[src/rtl/poly_voice_alloc.sv]
// Polyphonic voice allocator: maps note-on/off events onto VOICES oscillator slots
// with duplicate retrigger, oldest-voice stealing (or dropping) and all-notes-off.
module poly_voice_alloc #(
    parameter int unsigned VOICES    = 4,
    parameter int unsigned NOTE_BITS = 7,
    parameter bit          STEAL_EN  = 1'b1,
    localparam int unsigned AGE_BITS = $clog2(VOICES),
    localparam int unsigned CNT_BITS = $clog2(VOICES + 1)
) (
    input  logic                          clk_i,
    input  logic                          rst_i,
    input  logic [NOTE_BITS-1:0]          note_i,
    input  logic                          noteOn_i,
    input  logic                          noteOff_i,
    input  logic                          allOff_i,
    output logic [VOICES*NOTE_BITS-1:0]   voiceNotes_o,
    output logic [VOICES-1:0]             voiceGate_o,
    output logic [VOICES-1:0]             voiceTrig_o,
    output logic [CNT_BITS-1:0]           activeCount_o,
    output logic                          stealStrb_o,
    output logic                          dropStrb_o
);

    logic [VOICES-1:0][NOTE_BITS-1:0] note_q, note_d;
    logic [VOICES-1:0][AGE_BITS-1:0]  age_q,  age_d;
    logic [VOICES-1:0]                gate_q, gate_d;
    logic [VOICES-1:0]                trig_q, trig_d;
    logic [CNT_BITS-1:0]              cnt_q,  cnt_d;
    logic                             steal_q, steal_d;
    logic                             drop_q,  drop_d;

    logic                hit_vld, free_vld, touch;
    logic [AGE_BITS-1:0] hit_idx, free_idx, old_idx, tgt_idx;

    // Lookups on the pre-edge state: gated voice holding note_i, lowest free voice, oldest voice.
    always_comb begin
        hit_vld  = 1'b0;
        hit_idx  = '0;
        free_vld = 1'b0;
        free_idx = '0;
        old_idx  = '0;
        for (int unsigned v = 0; v < VOICES; v++) begin
            if (!hit_vld && gate_q[v] && (note_q[v] == note_i)) begin
                hit_vld = 1'b1;
                hit_idx = AGE_BITS'(v);
            end
            if (!free_vld && !gate_q[v]) begin
                free_vld = 1'b1;
                free_idx = AGE_BITS'(v);
            end
            if (age_q[v] == AGE_BITS'(VOICES - 1)) begin
                old_idx = AGE_BITS'(v);
            end
        end
    end

    // Next state: noteOff is applied first so a same-note noteOn re-gates the voice.
    always_comb begin
        note_d  = note_q;
        age_d   = age_q;
        gate_d  = gate_q;
        trig_d  = '0;
        steal_d = 1'b0;
        drop_d  = 1'b0;
        touch   = 1'b0;
        tgt_idx = '0;
        cnt_d   = '0;

        if (allOff_i) begin
            gate_d = '0;
        end else begin
            if (noteOff_i && hit_vld) begin
                gate_d[hit_idx] = 1'b0;
            end
            if (noteOn_i) begin
                if (hit_vld) begin
                    touch   = 1'b1;
                    tgt_idx = hit_idx;
                end else if (free_vld) begin
                    touch            = 1'b1;
                    tgt_idx          = free_idx;
                    note_d[free_idx] = note_i;
                end else if (STEAL_EN) begin
                    touch           = 1'b1;
                    tgt_idx         = old_idx;
                    note_d[old_idx] = note_i;
                    steal_d         = 1'b1;
                end else begin
                    drop_d = 1'b1;
                end
            end
        end

        // Touched voice becomes youngest; voices younger than it age by one.
        if (touch) begin
            gate_d[tgt_idx] = 1'b1;
            trig_d[tgt_idx] = 1'b1;
            for (int unsigned v = 0; v < VOICES; v++) begin
                if (age_q[v] < age_q[tgt_idx]) begin
                    age_d[v] = age_q[v] + 1'b1;
                end
            end
            age_d[tgt_idx] = '0;
        end

        for (int unsigned v = 0; v < VOICES; v++) begin
            cnt_d = cnt_d + CNT_BITS'(gate_d[v]);
        end
    end

    always_ff @(posedge clk_i) begin
        if (rst_i) begin
            note_q  <= '0;
            gate_q  <= '0;
            trig_q  <= '0;
            cnt_q   <= '0;
            steal_q <= 1'b0;
            drop_q  <= 1'b0;
            for (int unsigned v = 0; v < VOICES; v++) begin
                age_q[v] <= AGE_BITS'(v);
            end
        end else begin
            note_q  <= note_d;
            age_q   <= age_d;
            gate_q  <= gate_d;
            trig_q  <= trig_d;
            cnt_q   <= cnt_d;
            steal_q <= steal_d;
            drop_q  <= drop_d;
        end
    end

    assign voiceNotes_o  = note_q;
    assign voiceGate_o   = gate_q;
    assign voiceTrig_o   = trig_q;
    assign activeCount_o = cnt_q;
    assign stealStrb_o   = steal_q;
    assign dropStrb_o    = drop_q;

endmodule
[config.mk]
export PLATFORM = sky130hd
export DESIGN_NAME = poly_voice_alloc
export DESIGN_NICKNAME = d
export VERILOG_FILES = /design/src/rtl/poly_voice_alloc.sv
export SDC_FILE = /design/constraint.sdc
export NUM_CORES = 1
export LEC_CHECK = 0
export CAP_MARGIN = 20
export CORE_UTILIZATION = 47
export DETAILED_ROUTE_END_ITERATION = 12
export PLACE_DENSITY = 0.88
export SLEW_MARGIN = 30
export SYNTH_ARGS = -nofsm -noshare
export SYNTH_HDL_FRONTEND = slang
export SYNTH_SLANG_ARGS = --single-unit
[constraint.sdc]
create_clock -name clk_i -period 3.8 [get_ports clk_i]
set_input_delay 0.57 -clock clk_i [delete_from_list [all_inputs] [get_ports clk_i]]
set_output_delay 0.57 -clock clk_i [all_outputs]
set_load 0.05 [all_outputs]
==> run metrics, run 1 <==
Final Max Tran Viols=0; ANT cells=0; critical path arrival=3.83 ns; status=finished clean; vias in the first global route=2314; Die Wd=77.4 um; Max Clock Skew=0.00868 ns; fillers=420; placed insts=424; Final period util=95.9%; clk buf depth=2; Routed Antenna Nets=0; total wire length=7100 um; initial antenna violation count=0; via/cell ratio=5.62; Post-Syn Area per Cell=9.34 um2; post-synthesis sequential area ratio=36.0%; synthesized net count=309; setup TNS=0 ns; Reg-to-Reg Start=age_q[6]; Critical Path RT=3.98 ns; Num CTS Buffers=5; most frequent cell after synthesis=dfxtp_1; Synth area leaders=dfxtp_1 (36%), mux2i_1 (12%), xnor2_1 (5.6%); Hold Crit Depth=2; clk root buf=clkbuf_8; gr usage total=24.1%; crit end category=register; DRT Pass-1 Iters=4; postcts setup bufs=0; Cell variety after synth=55; Max-cap violations=0; clock latency on the worst-skew pair=0.31 ns; FF-to-FF End=age_q[7]; hold_ws=0.555 ns; input/output buffers=51; fin nets=382; Final Setup Violations=0; row cnt=27; TritonCTS sink count=48; R2R cell count=15; final core occ=64.0%; CP cell instances=clkdlybuf4s50_1 > buf_4 > xnor2_1 > and4_1 > buf_4 > nor3_2 > nor2_2 > nor3_1 > a31o_2 > fa_1 > ha_1 > ha_1 > nor2b_1; dominant cell type by area after synthesis=dfxtp_1; largest net degree at the start of global routing=44; crit-path max FO=6; reg2reg setup slack=0.38 ns; leakage=1.57 nW; setup slack after placement=-0.189 ns; Final Non-Filler Cells=432; Worst Slack Setup Final=0.156 ns; Max VDD drop=0.243 mV; hold_buf cts=0; cells after synthesis=286; gp weighted congestion=0.929; count of final hold-check violations=0; slowest library cell on the worst path=clkdlybuf4s50_1; core area=5510 um2; Boundary Pins=53; initial drt markers=263; Hold Path Origin=voiceNotes_o[11]; synthesis warning total=0; Hold Crit Endpoint=voiceNotes_o[11]; worst slew pin tran=0.526 ns; Max Freq=274 MHz; unrepaired setup endpoints after global routing=false; CTS H-tree depth=2; WL/cell=16.4 um; minimum clock period=3.64 ns; DR DRC count=0; first-pass GRT wire length=11400 um; top_reg_cell synth=dfxtp_1; gr ovfl total=0; CTS tree=built; Critical Path Start Type=input port; Rel. slew slack=64.8%; flops & latches, synth=48; post-synth top area share=36.0%; CP max stage delay=0.53 ns; layout cells sized above 1=16.1%; Vias=2426; area grow syn2layout=32.0%; kind of critical path=input port to register; Post-synth EDFFs=0; Synth Cell Area=2670 um2; die area=5990 um2; Worst Hold Class=register to register; Post-DP HPWL=5150 um; synth cell count leaders=dfxtp_1 (48), nor2_1 (39), mux2i_1 (32); Starting Density=48.5%; Die Y=77.4 um; PwrDens=285 nW/um2; Async SR Flop Fraction=0%; Resized cells post-CTS=0; Worst-path clk slew=0.09 ns
worst max path at each step:
| stage | startpoint | end | depth (start not counted) |
|---|---|---|---|
| global route | note_i[3] | age_q[7] | 15 |
| global placement | note_i[2] | age_q[7] | 15 |
| finish | note_i[3] | activeCount_o[1] | 13 |
| CTS | note_i[1] | age_q[5] | 15 |
| detailed placement | note_i[1] | age_q[7] | 13 |
| floorplan | note_i[0] | age_q[7] | 15 |
metrics by stage:
stage          power [mW]  area (um2)
6_report             1.01        3520
5_1_grt              1.03        3520
4_1_cts              1.01        3500
3_5_place_dp        0.682        3410
3_3_place_gp        0.680        3410
2_1_floorplan       0.630        2670
routing by layer:
layer	vias to the layer above	share of wire, %	track usage [%]	wire [um]
met1	1153	46	33.0	3280
met3	21	6.5	4.35	463
met4	0	2.7	9.06	190
met5	-	0	0	0
li1	1146	-	-	-
met2	106	45	37.5	3170
sequential cells by signal, indices dropped and copies added, names as in the netlist:
name	cells
activeCount_o	3
age_q	8
stealStrb_o	1
voiceGate_o	4
voiceNotes_o	28
voiceTrig_o	4
report_power, final:
group / total, mW / switching (mW) / leakage [nW] / internal [mW]
sequential: 0.520 / 0.00933 / 0.388 / 0.511
combinational: 0.155 / 0.0915 / 1.13 / 0.0634
clock: 0.330 / 0.181 / 0.0516 / 0.149
total: 1.01 / 0.282 / 1.57 / 0.723
area by class of cell:
cell class / count / area, um2 / share of cell area [%]
Clock inverter: 2 / 13.8 / 0.390
Inverter: 3 / 11.3 / 0.319
Clock buffer: 6 / 82.6 / 2.34
Tap cell: 72 / 90.1 / 2.56
Sequential cell: 48 / 961 / 27.3
Timing Repair Buffer: 85 / 778 / 22.1
Multi-Input combinational cell: 216 / 1590 / 45.0
cell usage in the layout, fill, tap and decap left out, types with 5 or more instances in the layout:
master | netlist | routed
ha_1 | 10 | 10
nor2_1 | 39 | 38
dlymetal6s2s_1 | 0 | 5
nand2_1 | 20 | 20
xor2_1 | 12 | 12
nor2b_1 | 5 | 5
clkbuf_8 | 0 | 6
xnor2_1 | 17 | 17
clkdlybuf4s50_1 | 0 | 46
nor3_1 | 7 | 6
nand4_1 | 6 | 6
o21ai_0 | 5 | 5
buf_4 | 3 | 34
mux2i_1 | 32 | 32
a21oi_1 | 6 | 6
dfxtp_1 | 48 | 48
critical path: cells and delay by family:
kind	cells	cell delay, ns
compound gates	1	0.20
buf+inv	3	0.90
xor+xnor	1	0.14
fa+ha+maj	3	0.88
simple gates	5	1.14
cells by family (layout without fill, tap and decap cells):
logic type	Yosys count	count (layout)	share of synthesized area (%)
buffers and inverters	22	96	4.83
and+or+nand+nor	103	103	20.2
muxes	35	35	13.3
xor gates and xnor gates	30	30	10.1
DFF	48	48	36.0
AOI/OAI and AO/OA	36	36	9.98
other	1	1	0.140
adders and majority gates	11	11	5.44
Note: power is estimated with default switching activity, not from simulation.
==> inputs of run 2 (changes only) <==
--- a/config.mk
+++ b/config.mk
@@ -7,6 +7,7 @@
 export LEC_CHECK = 0
 export CAP_MARGIN = 20
 export CORE_UTILIZATION = 47
+export CTS_CLUSTER_SIZE = 24
 export DETAILED_ROUTE_END_ITERATION = 12
 export PLACE_DENSITY = 0.88
 export SLEW_MARGIN = 30
==> results of run 2 <==
No change in the layout: final DEF, timing and power equal those of run 1.
==> inputs of run 3 (changes only) <==
--- a/config.mk
+++ b/config.mk
@@ -5,11 +5,12 @@
 export SDC_FILE = /design/constraint.sdc
 export NUM_CORES = 1
 export LEC_CHECK = 0
+export ABC_CLOCK_PERIOD_IN_PS = 3800
 export CAP_MARGIN = 20
 export CORE_UTILIZATION = 47
 export CTS_CLUSTER_SIZE = 24
 export DETAILED_ROUTE_END_ITERATION = 12
-export PLACE_DENSITY = 0.88
+export PLACE_DENSITY = 0.81
 export SLEW_MARGIN = 30
 export SYNTH_ARGS = -nofsm -noshare
 export SYNTH_HDL_FRONTEND = slang
==> run 3 against run 2 <==
  * Combinational power decreased by 3%
  * Maximum frequency increased by 1.9%
  * First-iteration DRC count decreased by 52%
  * Cell area decreased by 1.5%
  * Clock power decreased by 8.8%
  * Hold slack got worse by 0.0073 ns
  * Sequential cell count unchanged
  * Cell count decreased by 0.93%
  * Via count decreased by 4.9%
  * Utilization decreased by 0.98 points
  * Largest power group unchanged
==> run metrics, run 3 (synthesis results as in run 1) <==
status=finished clean; Reg-to-Reg Start=age_q[6]; first-pass GRT wire length=10800 um; initial drt markers=127; Seq pwr share=53.5%; via/cell ratio=5.39; WL/cell=15.3 um; area of the multi-input gates=1580 um2; total wire length=6530 um; PwrDens=280 nW/um2; Hold Crit Endpoint=voiceNotes_o[9]; final core occ=63.0%; crit-path max FO=8; reg2reg setup slack=0.50 ns; commonest cells after routing, fill and taps aside=dfxtp_1 (48), clkdlybuf4s50_1 (48), nor2_1 (39), mux2i_1 (32), buf_4 (30); minimum clock period=3.58 ns; Rel. slew slack=64.0%; TritonCTS sink count=48; kind of critical path=input port to register; gr ovfl total=0; DRT Pass-1 Iters=4; Max-cap violations=0; core area=5510 um2; worst slew pin tran=0.533 ns; layout cells sized above 1=14.0%; clk root buf=clkbuf_8; area grow syn2layout=30.0%; die area=5990 um2; CTS H-tree depth=2; Worst-path clk slew=0.09 ns; Resized cells post-CTS=0; clk buf depth=2; critical path arrival=3.78 ns; DR DRC count=0; input/output buffers=51; fillers=448; Worst Hold Class=register to register; hold_buf cts=0; Hold Crit Depth=2; CTS tree=built; Post-DP HPWL=5100 um; Hold Path Origin=voiceNotes_o[9]; clock latency on the worst-skew pair=0.30 ns; gp weighted congestion=0.989; Die Wd=77.4 um; largest net degree at the start of global routing=35; Max Clock Skew=0.00810 ns; Boundary Pins=53; Gate power share=15.5%; Critical Path RT=4.00 ns; Starting Density=48.5%; hold_ws=0.548 ns; Final Max Tran Viols=0; initial antenna violation count=0; Sw Share=27.4%; Num CTS Buffers=5; Max VDD drop=0.211 mV; count of final hold-check violations=0; unrepaired setup endpoints after global routing=false; clock power share=31.0%; Max Freq=280 MHz; Reg area=961 um2; R2R cell count=15; Final Setup Violations=0; Sw Pwr=266 uW; Vias=2306; setup TNS=0 ns; max FFs per register=28; gr usage total=22.7%; Int Pwr=706 uW; Die Y=77.4 um; Routed Antenna Nets=0; row cnt=27; ANT cells=0; fin nets=378; postcts setup bufs=0; crit end category=register; Final period util=94.1%; FF-to-FF End=age_q[7]; Critical Path Start Type=input port; vias in the first global route=2283; leakage=1.52 nW
run 3: cell count changes in the layout (fill, tap and decap cells not counted), sizes merged:
cell / delta
inv: -1
clkdlybuf4s50: +2
clkbuf: +1
buf: -4
dlymetal6s2s: -2
run 3: final cells by class:
type                       count  area share [%]
clock buffer                   7            2.20
clock inverter                 1           0.252
inverter                       3           0.324
sequential                    48            27.7
multi-input combinational    216            45.5
timing repair buffer          81            21.4
tap                           72            2.60
run 3: per-layer routing:
layer	routed length (um)	vias to the layer above	GRT usage, %
li1	-	1134	-
met1	2740	1086	25.9
met2	3400	71	42.0
met3	269	15	3.88
met4	121	0	7.92
met5	0	-	0
run 3: stage by stage:
step	setup WS [ns]	cells	instance area (um2)	power [mW]
4_1_cts	0.0395	428	3460	0.984
3_3_place_gp	-0.124	420	3380	0.679
5_1_grt	0.0258	428	3470	1.02
3_5_place_dp	-0.296	420	3380	0.682
6_report	0.223	428	3470	0.971
2_1_floorplan	0.161	286	2670	0.630
run 3: worst max path at each step:
stage	from	end	slack, ns	depth (start not counted)
detailed placement	note_i[4]	age_q[7]	-0.30	13
global placement	note_i[4]	age_q[7]	-0.12	13
CTS	note_i[4]	age_q[7]	0.04	13
global route	note_i[0]	age_q[5]	0.03	16
floorplan	note_i[0]	age_q[7]	0.16	15
finish	note_i[0]	age_q[7]	0.22	15
run 3: critical path, stage by stage:
cell and delay [ns]:
clkdlybuf4s50_1 0.59, xnor2_1 0.16, nand4_1 0.15, o21ba_2 0.24
a211o_1 0.33, buf_4 0.19, mux2i_1 0.15, nand2_1 0.06
o21ai_0 0.10, ha_1 0.27, nor3_1 0.26, a41oi_1 0.07
o21ai_1 0.13, mux2_1 0.33, a21o_1 0.17
run 3: power groups by stage:
stage,combinational [mW],clock [mW],sequential [mW]
6_report,0.150,0.301,0.520
5_1_grt,0.161,0.337,0.521
4_1_cts,0.151,0.313,0.520
3_5_place_dp,0.150,0,0.532
3_3_place_gp,0.147,0,0.531
2_1_floorplan,0.0758,0,0.554
